===== src/rtl/fetch_stage.sv =====
// rtl/fetch_stage.sv - instruction fetch stage: PC register, ROM addressing and IF/ID boundary register
module fetch_stage #(
    parameter int ADDR_W   = 8,
    parameter int RESET_PC = 0,
    parameter int COUNT_W  = 16
) (
    input  logic               Clk,
    input  logic               Reset,
    input  logic               IF_ID_enable,
    input  logic               branch_taken,
    input  logic [31:0]        branch_target,
    input  logic [31:0]        IF_instruction,
    output logic [31:0]        IF_PC,
    output logic [31:0]        ID_instruction,
    output logic [31:0]        ID_PC,
    output logic [31:0]        ID_PC_plus4,
    output logic               ID_valid,
    output logic [COUNT_W-1:0] fetch_count
);

    // PC state is kept at ROM width; the 32-bit views are zero-extended.
    logic [ADDR_W-1:0] pc;
    logic [ADDR_W-1:0] pc_plus4;
    logic [ADDR_W-1:0] id_pc;
    logic [ADDR_W-1:0] id_pc_plus4;

    assign pc_plus4 = pc + ADDR_W'(4);

    always_ff @(posedge Clk) begin
        if (Reset) begin
            pc             <= ADDR_W'(RESET_PC);
            ID_instruction <= '0;
            id_pc          <= '0;
            id_pc_plus4    <= '0;
            ID_valid       <= 1'b0;
            fetch_count    <= '0;
        end else if (branch_taken) begin
            // Redirect and flush; the bubble keeps the old ID_PC fields.
            pc             <= {branch_target[ADDR_W-1:2], 2'b00};
            ID_instruction <= '0;
            ID_valid       <= 1'b0;
        end else if (IF_ID_enable) begin
            pc             <= pc_plus4;
            ID_instruction <= IF_instruction;
            id_pc          <= pc;
            id_pc_plus4    <= pc_plus4;
            ID_valid       <= 1'b1;
            fetch_count    <= fetch_count + COUNT_W'(1);
        end
    end

    assign IF_PC       = 32'(pc);
    assign ID_PC       = 32'(id_pc);
    assign ID_PC_plus4 = 32'(id_pc_plus4);

endmodule


===== config.mk =====
export PLATFORM = sky130hd
export DESIGN_NAME = fetch_stage
export DESIGN_NICKNAME = d
export VERILOG_FILES = /design/src/rtl/fetch_stage.sv
export SDC_FILE = /design/constraint.sdc
export NUM_CORES = 1
export LEC_CHECK = 0
export CORE_MARGIN = 2
export CORE_UTILIZATION = 39
export DETAILED_ROUTE_END_ITERATION = 12
export PLACE_DENSITY_LB_ADDON = 0.12
export SYNTH_ARGS = -nofsm -noshare
export SYNTH_HDL_FRONTEND = slang
export SYNTH_SLANG_ARGS = --single-unit

===== constraint.sdc =====
create_clock -name Clk -period 2.25 [get_ports Clk]
set_input_delay 0.45 -clock Clk [delete_from_list [all_inputs] [get_ports Clk]]
set_output_delay 0.45 -clock Clk [all_outputs]
set_load 0.01 [all_outputs]

# [After elaboration in Yosys (flattened, before gate mapping)]
# Index checks and enable logic that the tools add are counted.
[totals] word_cells=15 register_bits=73 out_inout_bits=145
[op_classes] addsub=2 n_bitwise=1 n_reduce_logical=3 muxes=2
[op_table] cell="$add 16x1->16 const B" count=1
[op_table] cell="$mux 8" count=2
[op_table] cell="$add 8x3->8 const B" count=1
[op_table] cell="$reduce_and 2->1" count=1
[op_table] cell="$reduce_bool 2->1" count=1
[op_table] cell="$reduce_or 2->1" count=1
[op_table] cell="$not 1->1" count=1

# [Longest topological paths before layout]
# Gate-level depths: netlist of the first run.
[depth] depth_word=3 depth_mapped=6 depth_no_buf=5

# [Worst setup path before layout of the first run]
# OpenSTA, ideal clock, no wires.
[synth_timing] path_kind="flip-flop to flip-flop" from="register fetch_count[0]" to="register fetch_count[12]" t_arrival_ns=1.397 stages_incl_launch_ff=5 path_slack_ns=0.782 setup_time_ns=0.071 cell_sequence="dfxtp_1 > ha_1 > nand3b_2 > or4_1 > a21oi_1"
[synth_between] elab_chain_len=1
[synth_rtl] element="from (decl)" line_no="18" text="output logic [COUNT_W-1:0] fetch_count"
[synth_rtl] element="from (signal assigned)" line_no="48" text="fetch_count <= fetch_count + COUNT_W'(1);"
[synth_rtl] element="$add 16x1->16" line_no="48"
# No other way between the ends.
# A chain may end at the register's enable or synchronous reset.

# [Worst setup path in the final report of the first run]
[layout_timing] from="register pc[4]" to="output IF_PC[4]"
[layout_lines] element="from (decl)" line_no="22" text="logic [ADDR_W-1:0] pc;"
[layout_lines] element="from (signal assigned)" line_no="31" text="pc <= ADDR_W'(RESET_PC);"
[layout_lines] element="from (signal assigned)" line_no="39" text="pc <= {branch_target[ADDR_W-1:2], 2'b00};"
[layout_lines] element="from (signal assigned)" line_no="43" text="pc <= pc_plus4;"
[layout_lines] element="to (decl)" line_no="13" text="output logic [31:0] IF_PC,"
# No word-level cell between the ends.

==> summary.md, run 1 <==
| Metric | Value |
|---|---|
| Die height | 95.5 µm |
| Fillcell total | 775 |
| HPWL after DPL | 4800 µm |
| # setup viols final | 0 |
| Most frequent cells in the layout | 107 x clkdlybuf4s50_1, 78 x conb_1, 67 x dfxtp_1 |
| Clock transition at path regs | 80 ps |
| Row count | 33 |
| Crit path capture type | output port |
| GRT overflow | 0 |
| DRC Markers | 0 |
| Relative slew slack | 57.5% |
| Vias | 2,466 |
| Type of origin of the critical path | register |
| Met1 usage | 17.9% |
| Worst skew pair latency | 330 ps |
| Drt first pass iters | 4 |
| Share of layout cells above drive strength 1 | 5.74% |
| Number of global-route vias before repair | 2,136 |
| Die area | 0.00911 mm² |
| Cts repair resizes | 0 |
| RSZ-0062 raised after global routing | false |
| Tot Pwr | 2600 µW |
| Grt peak-use layer | met2 |
| Seq/Total Area, Yosys | 41.1% |
| Leading cell type in the layout, fill and taps excluded | clkdlybuf4s50_1 |
| Avg Inst Size Synth | 9.04 µm² |
| Area of the core | 0.00818 mm² |
| Iter 0 DRT Violations | 40 |
| Status | complete, no violations |
| Leakage | 0.00178 µW |
| CTS root buffer | clkbuf_8 |
| Post-CTS Setup Inserts | 0 |
| Max Fanout on Critical Path | 10 |
| Initial core utilization | 39.9% |
| Fmax | 509 MHz |
| Antenna diodes | 0 |
| Post-route ant nets | 0 |
| Largest net degree at the start of global routing | 41 |
| Final worst path period need | 1960 ps |
| Cell Chain, Critical Path | clkdlybuf4s50_1 |
| M2 GR Usage | 21.1% |
| Max Slew Vio Count | 0 |
| Synthesis-stage register bit count | 67 |
| Via/cell ratio | 4.29 |
| Post-Synthesis Cells | 361 |
| Crit-path slowest cell | clkdlybuf4s50_1 |
| Multi-input gate area | 0.00153 mm² |
| Depth of the CTS H-tree | 3 |
| Clk buf depth | 2 |
| Initial antenna violation count | 0 |
| Synth Cell Area | 0.00326 mm² |
| WS Path Type | register to output port |
| # port buffers | 108 |
| Ys Warns | 0 |
| Worst slew pin tran | 637 ps |
| Worst Path Arrival | 1510 ps |
| Clock Sinks | 67 |
| First-pass GRT wire length | 10,200 µm |
| Synth unique cells | 36 |
| Path type of the worst min-delay path | register to register |
| CP top delay family | buffers and inverters |
| Number of primary I/O pins | 213 |
| Crit path largest cell delay | 640 ps |
| Worst path required time | 1800 ps |
| WL final | 6660 µm |
| Peak supply drop | 0.366 mV |
| Layout net count | 535 |
| GR Layer Usage met3 | 6.40% |
| Hold Buf Count CTS | 0 |
| Max-cap violations | 0 |
| Fin crit share | 87.3% |
| Setup_tns | 0 ps |
| Count of final hold-check violations | 0 |
| Cts bufs inserted | 9 |
| Placed cell area | 0.00413 mm² |
| Finished Cell Area | 0.00433 mm² |
| Sequential cell area | 0.00134 mm² |
| Chip Width | 95.5 µm |
| GPL Wtd Cong | 0.754 |
| CP Buf/Inv Count | 1 |
| Power Density | 601 mW/mm² |
| GRT Total Usage | 14.5% |
| CTS tree | yes |
| WL per Instance | 11.6 µm |
| Syn-to-layout area delta | 32.6% |
| Clock Skews | 4.19 ps |
==> final timing paths <==
path,start,end,cells past startpoint,slack (ps)
setup / recovery,pc[4]$_SDFFE_PP0P_,IF_PC[4],1,290
setup reg to reg,fetch_count[2]$_SDFFE_PP0P_,fetch_count[15]$_SDFFE_PP0P_,4,680
hold / removal,id_pc[7]$_SDFFE_PP0P_,id_pc[7]$_SDFFE_PP0P_,2,450
hold reg to reg,id_pc[7]$_SDFFE_PP0P_,id_pc[7]$_SDFFE_PP0P_,2,450
==> kinds of logic after synthesis <==
logic type,Yosys count,share of synthesized area (%)
other,1,0.115
AO/OA/AOI/OAI,23,4.10
adder cells (fa/ha/maj),2,0.767
buffers and inverters,98,20.8
AND/OR/NAND/NOR,113,16.4
flip-flops,67,41.1
XOR/XNOR,21,5.64
multiplexers,36,11.0
==> tightest hold or removal path: cells and delay by family, from the launching register on <==
kind | cells | cell delay (ps)
compound gates | 1 | 50
flops | 1 | 310
simple gates | 1 | 50
==> cell usage after synthesis, drive strengths merged <==
library cell | number | share of area [%]
dfxtp | 67 | 41
a211oi | 4 | 0.92
a21oi | 14 | 2.1
conb | 1 | 0.11
nor2 | 60 | 6.9
inv | 1 | 0.11
and4 | 2 | 0.61
or2 | 1 | 0.19
xnor2 | 12 | 3.2
clkbuf | 7 | 0.81
and4b | 1 | 0.31
a31o | 1 | 0.27
mux2i | 36 | 11
nor3 | 3 | 0.46
xor2 | 9 | 2.4
nand4 | 10 | 2.4
and3 | 1 | 0.19
buf | 90 | 20
or3 | 1 | 0.19
o21ai | 2 | 0.31
or4 | 1 | 0.23
nor2b | 1 | 0.19
nand3b | 1 | 0.35
o21a | 1 | 0.23
ha | 2 | 0.77
o31ai | 1 | 0.23
nand4b | 1 | 0.27
nand2b | 2 | 0.38
nand2 | 20 | 2.3
nand3 | 6 | 1.1
nor4 | 2 | 0.38
==> through the flow <==
| step | instances | util, % | hold WS, ps | setup slack [ps] |
|---|---|---|---|---|
| 4_1_cts | 575 | 52.9 | 458 | 254 |
| 5_1_grt | 575 | 52.9 | 473 | 195 |
| 6_report | 575 | 52.9 | 454 | 286 |
| 2_1_floorplan | 438 | - | 481 | 782 |
| 3_5_place_dp | 559 | 50.6 | 448 | 197 |
| 3_3_place_gp | 559 | 50.6 | 444 | 200 |
==> power by group <==
part           total (µW)  internal [µW]  switching (µW)  leakage, µW
Combinational         369            186             183      0.00115
Clock                 974            512             462    0.0000885
Sequential           1260           1220            33.3     0.000546
Total                2600           1920             678      0.00178
==> cell type report <==
type	count	area share, %
flip-flops and latches	67	31.0
multi-input cells	273	35.4
clock buffers	10	2.95
clock inverters	6	1.53
well taps	105	3.04
repair buffers	113	26.0
inverters	1	0.0867
==> layer usage <==
| layer | share of wire, % | vias to the layer above |
|---|---|---|
| met2 | 44 | 109 |
| met3 | 11 | 8 |
| met1 | 43 | 1107 |
| li1 | - | 1242 |
| met4 | 1.7 | 0 |
| met5 | 0 | - |
==> sequential cells by signal, summed over array words and instances, names as in the netlist <==
| signal | cells |
|---|---|
| ID_instruction | 32 |
| ID_valid | 1 |
| fetch_count | 16 |
| id_pc | 6 |
| id_pc_plus4 | 6 |
| pc | 6 |
No activity file was read; power rests on OpenSTA's default activity.
==> run 2, diff against run 1 <==
Settings changed: CTS_CLUSTER_SIZE set to 24, HOLD_SLACK_MARGIN set to 0.08.
==> results of run 2 <==
The final DEF is identical to that of run 1; final timing and power are the same.
